[src/rtl/arm_hazard_scoreboard.sv]
// Hazard scoreboard: tracks in-flight writers from EXE to WB, raises the IF/ID stall
// and picks the EXE operand forwarding source for any pipeline depth and load latency.
module arm_hazard_scoreboard #(
    parameter int  REG_ADDR_W = 4,
    parameter int  STAGES     = 3,
    parameter int  MEM_LAT    = 1,
    localparam int SEL_W      = $clog2(STAGES)
) (
    input  logic                  clk,
    input  logic                  rst,
    input  logic                  enable_forwarding,
    input  logic                  mem_freeze,
    input  logic                  branch_taken,
    input  logic                  id_valid,
    input  logic                  id_wb_en,
    input  logic                  id_mem_read,
    input  logic [REG_ADDR_W-1:0] id_dest,
    input  logic [REG_ADDR_W-1:0] id_src1,
    input  logic [REG_ADDR_W-1:0] id_src2,
    input  logic                  id_two_src,
    output logic                  stall,
    output logic [SEL_W-1:0]      sel_src1,
    output logic [SEL_W-1:0]      sel_src2,
    output logic [SEL_W:0]        pending_count
);

    // Entry 1 is EXE, entry STAGES is WB; only the EXE entry's sources are ever consulted.
    logic                  ent_vld  [1:STAGES];
    logic                  ent_wb   [1:STAGES];
    logic                  ent_ld   [1:STAGES];
    logic [REG_ADDR_W-1:0] ent_dest [1:STAGES];
    logic [REG_ADDR_W-1:0] exe_src1;
    logic [REG_ADDR_W-1:0] exe_src2;

    logic                  hit;
    logic                  accept;
    logic [SEL_W-1:0]      sel_a;
    logic [SEL_W-1:0]      sel_b;
    logic [SEL_W:0]        cnt;

    // WB is exempt from the stall scan because the register file writes before it reads.
    always_comb begin
        hit = 1'b0;
        for (int k = 1; k < STAGES; k++) begin
            if (ent_vld[k] && ent_wb[k] &&
                (ent_dest[k] == id_src1 || (id_two_src && ent_dest[k] == id_src2)) &&
                (!enable_forwarding || (k <= MEM_LAT && ent_ld[k])))
                hit = 1'b1;
        end
    end

    assign stall  = id_valid && hit && !branch_taken;
    assign accept = id_valid && !stall && !branch_taken;

    // Scan oldest to youngest so the youngest eligible producer is assigned last and wins.
    always_comb begin
        sel_a = '0;
        sel_b = '0;
        if (ent_vld[1] && enable_forwarding) begin
            for (int k = STAGES; k >= 2; k--) begin
                if (ent_vld[k] && ent_wb[k] && (!ent_ld[k] || k >= MEM_LAT + 2)) begin
                    if (ent_dest[k] == exe_src1)
                        sel_a = SEL_W'(k - 1);
                    if (ent_dest[k] == exe_src2)
                        sel_b = SEL_W'(k - 1);
                end
            end
        end
    end

    assign sel_src1 = sel_a;
    assign sel_src2 = sel_b;

    always_comb begin
        cnt = '0;
        for (int k = 1; k <= STAGES; k++)
            cnt = cnt + {{SEL_W{1'b0}}, ent_vld[k] & ent_wb[k]};
    end

    assign pending_count = cnt;

    always_ff @(posedge clk or posedge rst) begin
        if (rst) begin
            for (int k = 1; k <= STAGES; k++)
                ent_vld[k] <= 1'b0;
        end else if (!mem_freeze) begin
            ent_vld[1] <= accept;
            for (int k = 2; k <= STAGES; k++)
                ent_vld[k] <= ent_vld[k-1];
        end
    end

    // Payload is don't-care whenever the matching valid bit is clear, so it needs no reset.
    always_ff @(posedge clk) begin
        if (!mem_freeze) begin
            ent_wb[1]   <= id_wb_en;
            ent_ld[1]   <= id_mem_read;
            ent_dest[1] <= id_dest;
            exe_src1    <= id_src1;
            exe_src2    <= id_src2;
            for (int k = 2; k <= STAGES; k++) begin
                ent_wb[k]   <= ent_wb[k-1];
                ent_ld[k]   <= ent_ld[k-1];
                ent_dest[k] <= ent_dest[k-1];
            end
        end
    end

endmodule

[config.mk]
export PLATFORM = sky130hd
export DESIGN_NAME = arm_hazard_scoreboard
export DESIGN_NICKNAME = d
export VERILOG_FILES = /design/src/rtl/arm_hazard_scoreboard.sv
export SDC_FILE = /design/constraint.sdc
export NUM_CORES = 1
export LEC_CHECK = 0
export ABC_AREA = 1
export CORE_MARGIN = 5
export CORE_UTILIZATION = 35
export DETAILED_ROUTE_END_ITERATION = 6
export GPL_TIMING_DRIVEN = 0
export HOLD_SLACK_MARGIN = 0.05
export SYNTH_ARGS = -nofsm -noshare
export SYNTH_HDL_FRONTEND = slang
export SYNTH_SLANG_ARGS = --single-unit
[constraint.sdc]
create_clock -name clk -period 1.45 [get_ports clk]
set_clock_uncertainty 0.2 [all_clocks]
set_input_delay 0.2175 -clock clk [delete_from_list [all_inputs] [get_ports clk]]
set_output_delay 0.2175 -clock clk [all_outputs]
set_load 0.005 [all_outputs]
Yosys cells after proc, flatten, opt, wreduce, memory -nomap -nowiden
Memory sizes are Yosys's and may differ from the RTL's.
Cells that the tools add are included.
Operators by class
  add/sub/neg operators: 2
  equality and inequality tests: 8
  multiplexer cells: 13
  bitwise gates (word level): 3
  reductions and logical operators: 22
Operators by type and width (number)
  $eq 4x4->1: 8
  $mux 2: 10
  $logic_and 1x1->1: 15
  $logic_not 1->1: 4
  $add 2x1->3: 1
  $and 1x1->1: 3
  $logic_or 1x1->1: 3
  $mux 1: 3
  $add 1x1->2: 1
Word-level totals
  flip-flop bits (word level): 11
  memory bits (writable): 18
  input port bits: 21
  output and inout bits: 8
  logic and storage cells: 56
  memories kept: 3
Memories
  ent_dest: depth 3, width 4, read ports 3, clocked after Yosys merged registers in 0, write ports 3, RTL line 31  | logic [REG_ADDR_W-1:0] ent_dest [1:STAGES];
  ent_ld: depth 3, width 1, read ports 2, clocked after Yosys merged registers in 0, write ports 3, RTL line 30  | logic ent_ld [1:STAGES];
  ent_wb: depth 3, width 1, read ports 3, clocked after Yosys merged registers in 0, write ports 3, RTL line 29  | logic ent_wb [1:STAGES];

Longest topological paths before layout
  depth in word-level cells: 12
  gate-level depth with buffers: 10
  depth with buffers taken out: 9

Worst setup path after synthesis
OpenSTA, ideal clock, no wires.
  path type: flip-flop to output port
  start point: register ent_vld[1] (netlist name)
  end point: output port pending_count[0]
  arrival time: 1.059 ns
  data required time: 1.033 ns
  setup slack: -0.027 ns
  stages on the path, launching flop included: 4
  path buffers: 0
  cell sequence: dfrtp_1 nand2_1 inv_1 fa_1
Between the ends
  cells in the longest elaborated chain, start to end: 3
RTL lines
  start: declaration: RTL line 28  | logic ent_vld [1:STAGES];
  start signal: indexed assignment: RTL line 89  | ent_vld[k] <= ent_vld[k-1];
  $and 1x1->1: RTL line 77  | cnt = cnt + {{SEL_W{1'b0}}, ent_vld[k] & ent_wb[k]};
  $add 1x1->2: RTL line 77
  $add 2x1->3: RTL line 77
  end: declaration: RTL line 24  | output logic [SEL_W:0] pending_count
Every way passes these cells.

==> flow_summary.yaml <==
run_status:
  outcome: "finished with violations"
  violations: "setup timing"
timing:
  finalCriticalPeriod_ns: 2.04
  final_max_slew_viol_count: 0
  worst_hold_slack_ns: 0.140
  fin_crit_sh_pct: 141
  max_freq_mhz: 490
  setup_violations: 8
  setup_slack_ns: -0.591
  rsz0062_at_grt: "true"
  hold_viol: 0
cells_and_area:
  final_area_mm2: 0.00204
  fillCellCount: 367
  final_nets: 220
  drive_gt1_share_pct: 27.9
  n_antenna_cell: 0
  areaGrowthSynthToFinish_pct: 40.9
  final_cell_count_no_fill: 247
global_route:
  antenna_found_initial: 0
  grtUsageTotal_pct: 10.8
  overflow: 0
  grt_pass1_vias: 1057
  grt_pass1_wl_um: 4570
  grt_max_degree: 16
floorplan:
  placementRows: 23
  dieHeight_um: 74.4
  die-area_mm2: 0.00553
  dieWidth_um: 74.4
  core_area_mm2: 0.00400
  start_util_pct: 36.3
  pin_count: 29
worst_setup_path:
  slowest_delay_ns: 0.47
  r2r_slack_ns: -0.15
  path_buf_inv: 3
  cp_cell_sequence: "buf_6 > xor2_1 > nor2_1 > nand3_1 > buf_4 > nor3_2 > buf_2"
  critPathMaxFanout: 3
  cp-end-kind: "output pin"
  criticalPathCategory: "reg -> out"
  critical-path-slowest-cell: "edfxtp_1"
  arrival_ns: 1.62
  cp.required_ns: 1.03
  crit_path_start_kind: "flop"
  critical_path.top_delay_family: "flip-flops"
yosys:
  synth_nets: 169
  synth_area_leaders: "edfxtp_1, nand2_1, xnor2_1"
  yosysWarnings: 0
  async_flop_share_pct: 10.7
  syn-cell-area_mm2: 0.00145
  synthTopCellsByCount: "nand2_1, edfxtp_1, nor2_1"
  synth_top_area_cell: "edfxtp_1"
  synth_edf_count: 25
  synth_flop_cell: "edfxtp_1"
  ys_ff_latch: 28
  synth.most_common_cell: "nand2_1"
  yosys.area.top_type_share_pct: 51.7
  synth_cell_type_count: 20
  synth_cells: 147
  synth.avg_cell_area_um2: 9.87
  synth-seq-area-share_pct: 56.9
clock_network:
  cts_tree: "yes"
  clock-sinks: 28
  cts_root_buf: "clkbuf_8"
  cts.clk_slew.worst_paths_ns: 0.09
  clock_latency_ns: 0.27
  cts_made_buffers: 3
  ctsHtreeMaxLevel: 1
  cts-root-to-sink-buffers: 2
flow_run:
  max-cap-violations: 0
placed_design:
  gp_congestion: 0.725
  dpl-instance-area_mm2: 0.00179
  dp_hpwl_um: 2010
  dp_slack_ns: -0.919
  io_buffers: 27
  dp_cells: 224
worst_hold_path:
  holdCritPathClass: "in -> reg"
drt:
  routedWlPerCell_um: 11.5
  drtIter0Drc: 25
  ant_nets: 0
  vias_per_cell: 4.36
  drt-pass1-iter-count: 4
  drc: 0
  via_count: 1076
  wirelength_um: 2830
power:
  p_leak_nw: 0.910
  power_mw: 1.76
  irDropWorstVdd_uv: 511
  power.density_mw_per_mm2: 862
-- sequential cells by signal (all words and copies together) (netlist names) --
signal and cells:
ent_wb 3, exe_src1 4, exe_src2 4, ent_ld 2
ent_vld 3, ent_dest 12
-- where the power goes --
part,leakage (nW),switching (mW),total (mW),internal (mW)
combinational,0.604,0.152,0.338,0.186
clock,0.0228,0.230,0.427,0.197
sequential,0.284,0.0484,0.998,0.949
total,0.910,0.431,1.76,1.33
-- cells by family after synthesis --
| kind of cell | count (synthesis) | share of synthesized area, % |
|---|---|---|
| flip-flops | 28 | 56.9 |
| adder cells (fa/ha/maj) | 1 | 1.38 |
| other | 1 | 0.258 |
| XOR/XNOR | 24 | 14.5 |
| AND/OR/NAND/NOR | 68 | 19.3 |
| AO/OA/AOI/OAI | 4 | 1.64 |
| buffers and inverters | 21 | 6.03 |
-- stage by stage --
| stage | TNS, ns | utilization (%) |
|---|---|---|
| 4_1_cts | -3.53 | 48.8 |
| 3_5_place_dp | -21.94 | 44.7 |
| 3_3_place_gp | -21.61 | 44.7 |
| 6_report | -3.54 | 51.1 |
| 5_1_grt | -4.27 | 51.1 |
| 2_1_floorplan | -0.00363 | - |
-- worst paths after layout --
path                       cells after the start            from          end
setup reg to reg                              10  ent_dest[0][9]   ent_vld[2]
hold reg to reg                                0       ent_ld[1]    ent_ld[2]
max in group asynchronous                      3             rst   ent_vld[2]
min in group asynchronous                      3             rst   ent_vld[1]
setup / recovery                               7  ent_dest[0][9]  sel_src2[0]
hold / removal                                 1      id_src2[1]  exe_src2[1]
-- routing by layer --
layer | vias to the layer above | GRT usage, % | wire, µm
met1 | 482 | 14.1 | 1230
met2 | 26 | 18.0 | 1410
met4 | 0 | 4.15 | 57
met3 | 6 | 1.49 | 136
li1 | 562 | - | -
met5 | - | 0 | 0
-- placed cells by master, fill, tap and decap left out, types with 2 or more instances in the layout --
master / synthesis / layout
buf_2: 1 / 7
buf_4: 2 / 12
buf_6: 0 / 5
clkbuf_8: 0 / 3
clkdlybuf4s50_1: 0 / 16
clkinvlp_4: 0 / 2
dfrtp_1: 3 / 3
dlygate4sd3_1: 0 / 2
dlymetal6s2s_1: 0 / 4
edfxtp_1: 25 / 25
inv_1: 14 / 10
inv_2: 4 / 6
nand2_1: 36 / 29
nand2_2: 2 / 7
nand2_4: 0 / 2
nand3_1: 6 / 4
nand3_2: 0 / 2
nor2_1: 19 / 18
nor3_1: 3 / 2
nor3_2: 1 / 2
xnor2_1: 12 / 11
xor2_1: 12 / 12
-- cell type report --
cell class	instances	area, µm²	area share (%)
Tap cell	50	62.6	3.06
Timing Repair inverter	1	7.51	0.367
Buffer	3	23.8	1.16
Clock buffer	4	45.0	2.20
Inverter	18	73.8	3.61
Sequential cell	28	826	40.4
Multi-Input combinational cell	98	593	29.0
Timing Repair Buffer	45	413	20.2
-- repair_timing --
action / 4_1_cts / 5_1_grt
hold buffers: 1 / 1
setup buffers: 12 / 4
endpoints found under the hold margin: 3 / 1
gates resized for setup: 36 / 21
pin swaps: 10 / 17
cloned: 1 / 0
setup endpoints to repair: 35 / 10
No activity file was read; power rests on OpenSTA's default activity.
